===== src/rtl/hd_burst_tx_if.sv =====
`default_nettype none
// ============================================================================
//  Module      : hd_burst_tx_if
//  Description : Command handshake plus valid/ready beat channel of
//                hd_burst_tx. stall_cnt exists only with
//                HD_BURST_TX_STALL_CNT_EN defined.
//  Revision    : 1.0  initial release
// ============================================================================
interface hd_burst_tx_if #(
    parameter int DATA_WIDTH = 32,
    parameter int LEN_WIDTH  = 8
);
    logic                  cmd_valid;
    logic                  cmd_ready;
    logic [DATA_WIDTH-1:0] cmd_base;
    logic [LEN_WIDTH-1:0]  cmd_len;
    logic                  ready;
    logic                  valid_output;
    logic [DATA_WIDTH-1:0] data_dest;
    logic                  last_output;
    logic                  done;
    logic                  busy;
`ifdef HD_BURST_TX_STALL_CNT_EN
    logic [15:0]           stall_cnt;
`endif

    // master: the burst transmitter itself
    modport master (
        input  cmd_valid,
        input  cmd_base,
        input  cmd_len,
        input  ready,
        output cmd_ready,
        output valid_output,
        output data_dest,
        output last_output,
        output done,
`ifdef HD_BURST_TX_STALL_CNT_EN
        output stall_cnt,
`endif
        output busy
    );

    // slave: command issuer and beat consumer
    modport slave (
        output cmd_valid,
        output cmd_base,
        output cmd_len,
        output ready,
        input  cmd_ready,
        input  valid_output,
        input  data_dest,
        input  last_output,
        input  done,
`ifdef HD_BURST_TX_STALL_CNT_EN
        input  stall_cnt,
`endif
        input  busy
    );
endinterface
`default_nettype wire


===== src/rtl/hd_burst_tx.sv =====
`default_nettype none
// ============================================================================
//  Module      : hd_burst_tx
//  Description : Burst stream source; emits cmd_len beats cmd_base, +STEP, ...
//                on a valid/ready channel, then pulses done for one cycle.
//                Optional stall counter: define HD_BURST_TX_STALL_CNT_EN.
//  Revision    : 1.0  initial release
// ============================================================================
module hd_burst_tx #(
    parameter int DATA_WIDTH = 32,
    parameter int LEN_WIDTH  = 8,
    parameter int STEP       = 1
) (
    input  wire             clk,
    input  wire             rst_n,
    hd_burst_tx_if.master   bus
);

    localparam logic [1:0] c_IDLE = 2'd0;
    localparam logic [1:0] c_SEND = 2'd1;
    localparam logic [1:0] c_DONE = 2'd2;

    localparam logic [DATA_WIDTH-1:0] c_STEP     = DATA_WIDTH'(STEP);
    localparam logic [LEN_WIDTH-1:0]  c_LEN_ONE  = LEN_WIDTH'(1);
    localparam logic [LEN_WIDTH-1:0]  c_LEN_TWO  = LEN_WIDTH'(2);

    logic [1:0]            r_state;
    logic                  r_valid;
    logic                  r_last;
    logic                  r_done;
    logic [DATA_WIDTH-1:0] r_data;
    logic [LEN_WIDTH-1:0]  r_remaining;

    logic                  w_accept;
    logic                  w_xfer;

    assign w_accept = bus.cmd_valid && (r_state == c_IDLE);
    assign w_xfer   = r_valid && bus.ready;

    always_ff @(posedge clk or negedge rst_n) begin
        if (!rst_n) begin
            r_state     <= c_IDLE;
            r_valid     <= 1'b0;
            r_last      <= 1'b0;
            r_done      <= 1'b0;
            r_data      <= '0;
            r_remaining <= '0;
        end else begin
            case (r_state)
                c_IDLE: begin
                    if (w_accept) begin
                        if (bus.cmd_len != '0) begin
                            r_state     <= c_SEND;
                            r_valid     <= 1'b1;
                            r_data      <= bus.cmd_base;
                            r_remaining <= bus.cmd_len;
                            r_last      <= (bus.cmd_len == c_LEN_ONE);
                        end else begin
                            r_state <= c_DONE;
                            r_done  <= 1'b1;
                        end
                    end
                end
                c_SEND: begin
                    // Beat registers only move on a handshake, so stalls hold them.
                    if (w_xfer) begin
                        if (r_remaining == c_LEN_ONE) begin
                            r_state     <= c_DONE;
                            r_valid     <= 1'b0;
                            r_last      <= 1'b0;
                            r_done      <= 1'b1;
                            r_remaining <= '0;
                        end else begin
                            r_data      <= r_data + c_STEP;
                            r_remaining <= r_remaining - c_LEN_ONE;
                            r_last      <= (r_remaining == c_LEN_TWO);
                        end
                    end
                end
                c_DONE: begin
                    r_state <= c_IDLE;
                    r_done  <= 1'b0;
                end
                default: begin
                    r_state     <= c_IDLE;
                    r_valid     <= 1'b0;
                    r_last      <= 1'b0;
                    r_done      <= 1'b0;
                    r_remaining <= '0;
                end
            endcase
        end
    end

`ifdef HD_BURST_TX_STALL_CNT_EN
    logic [15:0] r_stall_cnt;

    always_ff @(posedge clk or negedge rst_n) begin
        if (!rst_n) begin
            r_stall_cnt <= '0;
        end else if (w_accept) begin
            r_stall_cnt <= '0;
        end else if (r_valid && !bus.ready && (r_stall_cnt != 16'hFFFF)) begin
            r_stall_cnt <= r_stall_cnt + 16'd1;
        end
    end

    assign bus.stall_cnt = r_stall_cnt;
`endif

    assign bus.cmd_ready    = (r_state == c_IDLE);
    assign bus.busy         = (r_state != c_IDLE);
    assign bus.valid_output = r_valid;
    assign bus.data_dest    = r_data;
    assign bus.last_output  = r_last;
    assign bus.done         = r_done;

endmodule
`default_nettype wire


===== src/flat_wrapper.sv =====
// flat-port wrapper written by rule: the top's interface ports become plain ports
module hd_burst_tx_flat 
#(
    parameter int DATA_WIDTH = 32,
    parameter int LEN_WIDTH  = 8,
    parameter int STEP       = 1
)
  (clk, rst_n, bus_cmd_valid, bus_cmd_base, bus_cmd_len, bus_ready, bus_cmd_ready, bus_valid_output, bus_data_dest, bus_last_output, bus_done, bus_busy);
  hd_burst_tx_if #(.DATA_WIDTH(DATA_WIDTH), .LEN_WIDTH(LEN_WIDTH)) bus_i ();
  input  wire clk;
  input  wire rst_n;
  input wire logic [$bits(bus_i.cmd_valid)-1:0] bus_cmd_valid;
  input wire logic [$bits(bus_i.cmd_base)-1:0] bus_cmd_base;
  input wire logic [$bits(bus_i.cmd_len)-1:0] bus_cmd_len;
  input wire logic [$bits(bus_i.ready)-1:0] bus_ready;
  output wire logic [$bits(bus_i.cmd_ready)-1:0] bus_cmd_ready;
  output wire logic [$bits(bus_i.valid_output)-1:0] bus_valid_output;
  output wire logic [$bits(bus_i.data_dest)-1:0] bus_data_dest;
  output wire logic [$bits(bus_i.last_output)-1:0] bus_last_output;
  output wire logic [$bits(bus_i.done)-1:0] bus_done;
  output wire logic [$bits(bus_i.busy)-1:0] bus_busy;
  assign bus_i.cmd_valid = bus_cmd_valid;
  assign bus_i.cmd_base = bus_cmd_base;
  assign bus_i.cmd_len = bus_cmd_len;
  assign bus_i.ready = bus_ready;
  assign bus_cmd_ready = bus_i.cmd_ready;
  assign bus_valid_output = bus_i.valid_output;
  assign bus_data_dest = bus_i.data_dest;
  assign bus_last_output = bus_i.last_output;
  assign bus_done = bus_i.done;
  assign bus_busy = bus_i.busy;
  hd_burst_tx #(.DATA_WIDTH(DATA_WIDTH), .LEN_WIDTH(LEN_WIDTH), .STEP(STEP)) u_core (.clk(clk), .rst_n(rst_n), .bus(bus_i));
endmodule

===== config.mk =====
export PLATFORM = sky130hd
export DESIGN_NAME = hd_burst_tx_flat
export DESIGN_NICKNAME = d
export VERILOG_FILES = /design/src/rtl/hd_burst_tx_if.sv /design/src/rtl/hd_burst_tx.sv /design/src/flat_wrapper.sv
export SDC_FILE = /design/constraint.sdc
export NUM_CORES = 1
export LEC_CHECK = 0
export BUFFER_PORTS_ARGS = -buffer_cell sky130_fd_sc_hd__buf_2
export CORE_ASPECT_RATIO = 0.8
export CORE_MARGIN = 1.5
export CORE_UTILIZATION = 44
export DETAILED_ROUTE_END_ITERATION = 10
export PLACE_DENSITY = 0.76
export SYNTH_ARGS = -nofsm -noshare
export SYNTH_HDL_FRONTEND = slang
export SYNTH_SLANG_ARGS = --single-unit

===== constraint.sdc =====
create_clock -name clk -period 2.05 [get_ports clk]
set_clock_uncertainty 0.2 [all_clocks]
set_input_delay 0.41 -clock clk [delete_from_list [all_inputs] [get_ports clk]]
set_output_delay 0.41 -clock clk [all_outputs]
set_load 0.02 [all_outputs]

# --- Word level (Yosys, flattened, before mapping) ---
# Index checks and enable logic that the tools add are counted.
word_totals:
  ff_bits: 45
  input_bits: 44
  elab_cells: 61
classes:
  n_addsub: 2
  eq_ne: 11
  n_mux: 30
  bitwise_logic: 1
  n_reduce_logical: 11
ops:
  columns: ["op", "n"]
  rows:
  - ["$mux 32", 4]
  - ["$pmux 32 s2", 1]
  - ["$add 32x1->32 const B", 1]
  - ["$mux 8", 4]
  - ["$pmux 8 s3", 1]
  - ["$eq 8x1->1 const B", 2]
  - ["$mux 1", 12]
  - ["$reduce_and 5->1", 2]
  - ["$eq 8x2->1 const B", 1]
  - ["$mux 2", 4]
  - ["$ne 2x1->1 const B", 4]
  - ["$reduce_and 4->1", 2]
  - ["$reduce_bool 8->1", 1]
  - ["$sub 8x1->8 const B", 1]
  - ["$pmux 1 s3", 2]
  - ["$ne 2x2->1 const B", 2]
  - ["$pmux 2 s2", 1]
  - ["$reduce_bool 2->1", 2]
  - ["$reduce_and 3->1", 1]
  - ["$eq 2x1->1 const B", 1]
  - ["$eq 2x2->1 const B", 1]
  - ["$logic_and 1x1->1", 2]
  - ["$logic_not 2->1", 1]
  - ["$pmux 1 s2", 1]
  - ["$not 1->1", 1]

# --- Depth between registers and ports, before layout ---
logic_depth:
  ltp_word: 4
  mapped_depth: 9

# --- Worst setup path before layout ---
# No wires, ideal clock.
synth_path:
  path_type: "register to register"
  startpoint: "reg u_core.r_remaining[1]"
  endpoint: "reg u_core.r_data[18], in the netlist u_core.bus.data_dest[18]"
  setup_time_ns: 0.127
  arrival_ns: 1.784
  t_required_ns: 1.723
  slack_ns: -0.061
  stages_incl_launch_ff: 9
  n_path_buf: 1
  period_less_slack_ns: 2.111
  cell_sequence: "dfrtp_1 -> inv_1 -> ha_1 -> nor3b_1 -> a21oi_1 -> a31oi_2 -> buf_2 -> a21oi_1 -> a2bb2oi_1"
synth_via:
  elab_chain_cells: 3
synth_lines:
  columns: ["item", "line", "rtl"]
  rows:
  - ["start, declared", "hd_burst_tx.sv:32", "logic [LEN_WIDTH-1:0] r_remaining;"]
  - ["start signal, assigned", "hd_burst_tx.sv:56", "r_remaining <= bus.cmd_len;"]
  - ["start signal, assigned", "hd_burst_tx.sv:75", "r_remaining <= r_remaining - c_LEN_ONE;"]
  - ["$eq 8x1->1", "hd_burst_tx.sv:67", "if (r_remaining == c_LEN_ONE) begin"]
  - ["$ne 2x2->1 (no source line)", null, null]
  - ["$reduce_and 5->1 (no source line)", null, null]
  - ["end signal, assigned", "hd_burst_tx.sv:55", "r_data <= bus.cmd_base;"]
  - ["end signal, assigned", "hd_burst_tx.sv:74", "r_data <= r_data + c_STEP;"]
  - ["end, declared", "hd_burst_tx.sv:31", "logic [DATA_WIDTH-1:0] r_data;"]
# Every way passes these cells.
# A chain may end at the register's enable or synchronous reset.

# --- Worst setup path after layout ---
layout_path:
  startpoint: "reg u_core.r_data[9], in the netlist u_core.bus.data_dest[9]"
  endpoint: "reg u_core.r_data[22], in the netlist u_core.bus.data_dest[22]"
layout_via:
  elab_chain_cells: 4
layout_lines:
  columns: ["item", "line", "rtl"]
  rows:
  - ["$add 32x1->32", "hd_burst_tx.sv:74", null]
  - ["$mux 32", "hd_burst_tx.sv:67", null]
  - ["$mux 32", "hd_burst_tx.sv:66", "if (w_xfer) begin"]
  - ["$pmux 32 s2", "hd_burst_tx.sv:49", "case (r_state)"]
# Every way passes these cells. The select of a mux whose other input is x is not followed.

==> run summary <==
================================================================================
Buffer cell driving the clock tree root                             sky130_fd_sc_hd__clkbuf_8
Router iterations before antenna repair                                        9
Synthesized netlist net count                                                379
Cell seen most often among critical-path stages                     sky130_fd_sc_hd__buf_4
Critical setup path kind                                            register to register
DIE AREA                                                                6940 µm²
DRC violation count after routing                                              0
Clock insertion delay at the later pin of the skew report                0.31 ns
Residual overflow from global routing                                          0
Total Power                                                              6.91 mW
NumNets Final                                                                516
Maximum count of clock buffers along a single path                             2
Number of DRC violations after detailed-routing iteration 0                  350
Clock network fraction of design power                                      8.1%
Number of global-route vias before repair                                   2912
RSZ-0062 raised after global routing                                         yes
Number of diodes added for antenna fixing                                      0
Number of top-level pins                                                      81
Count of buffers from port buffering                                          80
Class of the tightest hold or removal check                         primary input to register
Area growth from synthesis to layout                                       42.7%
Synth Area per Inst                                                     8.57 µm²
Arrival time of the worst setup path                                     1.98 ns
Synthesized instance count                                                   331
FF+latch count, synth                                                         45
Clock net sink count                                                          45
Switching Share                                                            47.8%
Final hold slack                                                        0.152 ns
Max-slew violation count                                                       0
Starting utilization of the core area                                      46.7%
Routed WL                                                                9130 µm
Lkg Pwr                                                                  1.81 nW
Half-perimeter wire length of the detailed placement result              6480 µm
Height of the die                                                        74.8 µm
Leading cell type in the layout, fill and taps excluded             sky130_fd_sc_hd__buf_2
Most used DFF post-synth                                            sky130_fd_sc_hd__dfrtp_1
Yosys warning total                                                            0
Routed wirelength normalized by instance count                           16.6 µm
Time the final worst path needs with I/O delays and setup                1.99 ns
Layout cell share with drive strength beyond 1                             39.7%
Number of antenna violations at the first check in global routing              0
Final setup violating endpoints                                                0
Sequential cell area                                                    1130 µm²
Count of flip-flops with a built-in enable after synthesis                     0
Placed insts                                                                 536
Number of hold-slack violations in the final timing report                     0
Total GRT Usage                                                            25.1%
Share of synthesized area occupied by flip-flops and latches               39.7%
Die width                                                                92.7 µm
Total number of vias                                                        3318
Crit end category                                                       register
CP max-delay cell                                                   sky130_fd_sc_hd__dfrtp_1
Filler instances                                                             478
Count of non-filler cells in the finished layout                             550
Sequence of cells on the critical path                              nand4_2, buf_4, nor3_4, buf_4, buf_4, a31oi_1, o21ai_0, nand3_1
Maximum number of pins on one net before global-route repair                  46
First-pass GRT wire length                                              13800 µm
Syn Std Cell Area                                                       2840 µm²
Depth of the CTS H-tree                                                        2
CTS Buf Count                                                                  5
Asr flop ratio synth                                                        100%
Internal power component                                                 3.61 mW
Power share of the sequential group                                        23.8%
# Max-Cap Violations                                                           0
Tightest slew margin relative to the limit                                 73.2%
Run status                                                          complete, no violations
Clock-pin transition on the worst setup and hold timing paths            0.10 ns
Share of the clock period used by the worst path after layout              97.3%
Maximum fanout encountered on the critical timing path                         5
Netlist cell types                                                            53
Worst path setup slack after routing                                   0.0554 ns
Maximum operating frequency                                              501 MHz
Sw Pwr                                                                   3.30 mW
Number of core rows                                                           25
Worst slack, placed                                                    -0.125 ns
Floorplan Core Area                                                     6070 µm²
Pwr per Cell Area                                                    1710 nW/µm²
Max rail drop VDD                                                       0.835 mV
RePlAce Congestion                                                         0.950
Nature of the critical path startpoint                                  register
Most used cells in the layout excluding fill and tap cells          sky130_fd_sc_hd__buf_2, sky130_fd_sc_hd__buf_4, sky130_fd_sc_hd__a21oi_1, sky130_fd_sc_hd__dfrtp_1, sky130_fd_sc_hd__nand2_1
Maximum cell stage delay along the critical path                         0.39 ns
Transition at the pin with the smallest max-transition slack            0.401 ns
Clock tree from TritonCTS                                                   done
Combinational fraction of design power                                     68.1%
Area of combinational cells with multiple inputs                        1690 µm²
Routed via count divided by cell count                                      6.03
Post-route antenna net violation count                                         0
Worst path required time                                                 2.04 ns
================================================================================
[worst max-delay path: cells and delay by family (launching register included)]
kind	cells	cell delay, ns
buffers and inverters	3	0.48
flip-flops	1	0.39
AO/OA/AOI/OAI	2	0.35
AND/OR/NAND/NOR	3	0.46
[per-stage QoR]
| step | cell area (µm²) | utilization (%) | TNS (ns) |
|---|---|---|---|
| finish | 4050 | 66.7 | 0 |
| global route | 4050 | 66.7 | -0.196 |
| detailed placement | 3770 | 62.2 | -1.91 |
| CTS | 3890 | 64.1 | -0.0285 |
| floorplan | 2850 | - | 0 |
| global placement | 3770 | 62.2 | -0.685 |
[registers in the layout, summed over array words and instances (netlist names)]
signal and cells:
u_core.bus.data_dest 32, u_core.r_remaining 8, u_core.bus.done 1, u_core.bus.valid_output 1, u_core.r_state 2, u_core.bus.last_output 1
[area by class of cell]
class | count | area share [%]
multi-input cells | 257 | 41.8
well taps | 81 | 2.50
inverters | 7 | 0.649
repair buffers | 152 | 25.0
flip-flops and latches | 45 | 27.9
clock buffers | 7 | 1.89
clock inverters | 1 | 0.186
[power groups by stage]
stage | Clock, mW | Combinational [mW] | Sequential [mW]
3_5_place_dp | 0 | 4.33 | 1.62
2_1_floorplan | 0 | 2.13 | 2.07
4_1_cts | 0.562 | 4.39 | 1.61
3_3_place_gp | 0 | 4.22 | 1.61
6_report | 0.559 | 4.71 | 1.64
5_1_grt | 0.603 | 5.09 | 1.69
[cell usage after synthesis (2+ instances only)]
| cell | instances | share of area, % |
|---|---|---|
| sky130_fd_sc_hd__nor3_1 | 6 | 1.1 |
| sky130_fd_sc_hd__o22ai_1 | 14 | 3.1 |
| sky130_fd_sc_hd__o21ai_0 | 22 | 3.9 |
| sky130_fd_sc_hd__nand4_1 | 9 | 2.0 |
| sky130_fd_sc_hd__nand4b_1 | 2 | 0.62 |
| sky130_fd_sc_hd__nor4_2 | 2 | 0.88 |
| sky130_fd_sc_hd__o2bb2ai_1 | 2 | 0.62 |
| sky130_fd_sc_hd__xnor2_1 | 2 | 0.62 |
| sky130_fd_sc_hd__inv_1 | 7 | 0.93 |
| sky130_fd_sc_hd__a21o_1 | 4 | 1.1 |
| sky130_fd_sc_hd__and3_1 | 4 | 0.88 |
| sky130_fd_sc_hd__a22oi_1 | 6 | 1.6 |
| sky130_fd_sc_hd__buf_6 | 3 | 1.2 |
| sky130_fd_sc_hd__a21oi_1 | 45 | 7.9 |
| sky130_fd_sc_hd__and4_1 | 6 | 1.9 |
| sky130_fd_sc_hd__o2bb2a_1 | 3 | 1.1 |
| sky130_fd_sc_hd__clkbuf_1 | 12 | 1.6 |
| sky130_fd_sc_hd__buf_2 | 6 | 1.1 |
| sky130_fd_sc_hd__dfrtp_1 | 45 | 40 |
| sky130_fd_sc_hd__o21a_1 | 2 | 0.53 |
| sky130_fd_sc_hd__a2bb2oi_1 | 3 | 0.93 |
| sky130_fd_sc_hd__o41ai_1 | 3 | 0.93 |
| sky130_fd_sc_hd__nor3_2 | 2 | 0.71 |
| sky130_fd_sc_hd__nor2b_1 | 2 | 0.44 |
| sky130_fd_sc_hd__ha_1 | 4 | 1.8 |
| sky130_fd_sc_hd__o32ai_1 | 3 | 0.93 |
| sky130_fd_sc_hd__a211oi_1 | 4 | 1.1 |
| sky130_fd_sc_hd__o21ai_1 | 2 | 0.35 |
| sky130_fd_sc_hd__a31o_2 | 3 | 0.93 |
| sky130_fd_sc_hd__and2_1 | 3 | 0.66 |
| sky130_fd_sc_hd__a31oi_1 | 8 | 1.8 |
| sky130_fd_sc_hd__o22a_1 | 4 | 1.2 |
| sky130_fd_sc_hd__nand3_1 | 15 | 2.6 |
| sky130_fd_sc_hd__nand3b_1 | 2 | 0.53 |
| sky130_fd_sc_hd__a211oi_2 | 2 | 0.88 |
| sky130_fd_sc_hd__a32oi_1 | 2 | 0.62 |
| sky130_fd_sc_hd__nand2_1 | 33 | 4.4 |
| sky130_fd_sc_hd__nor2_1 | 18 | 2.4 |
| sky130_fd_sc_hd__nor3b_1 | 2 | 0.53 |
[routing by layer]
metal,track usage (%),vias to the layer above,share of wire [%]
li1,-,1545,-
met1,35.7,1576,45
met2,41.1,177,45
met3,4.04,20,8.1
met4,5.72,0,1.4
met5,0,-,0
[timing repair]
item,4_1_cts,5_1_grt
hold buffers,1,0
endpoints found under the hold margin,45,0
pin swaps,0,6
buffers inserted,0,4
setup endpoints to repair,25,37
cloned,0,1
resized for setup,6,21
[path summary, 6_finish.rpt]
path / from / to / slack, ns / cells past startpoint
max: u_core.bus.data_dest[9] / u_core.bus.data_dest[22] / 0.06 / 8
min: bus_cmd_base[22] / u_core.bus.data_dest[22] / 0.15 / 3
max reg2reg: u_core.bus.data_dest[9] / u_core.bus.data_dest[22] / 0.06 / 8
min reg2reg: u_core.bus.last_output / u_core.bus.last_output / 0.28 / 1
max in group asynchronous: rst_n / u_core.r_state[0] / 1.00 / 3
min in group asynchronous: rst_n / u_core.bus.data_dest[6] / 0.40 / 3
[logic make-up after synthesis]
logic type	after synthesis	share of synthesized area, %
adders and majority gates	4	1.77
buffers and inverters	29	4.90
xor gates and xnor gates	3	0.927
muxes	1	0.353
DFF	45	39.7
AOI/OAI and AO/OA	139	31.6
and+or+nand+nor	110	20.7
Note: power is estimated with default switching activity, not from simulation.
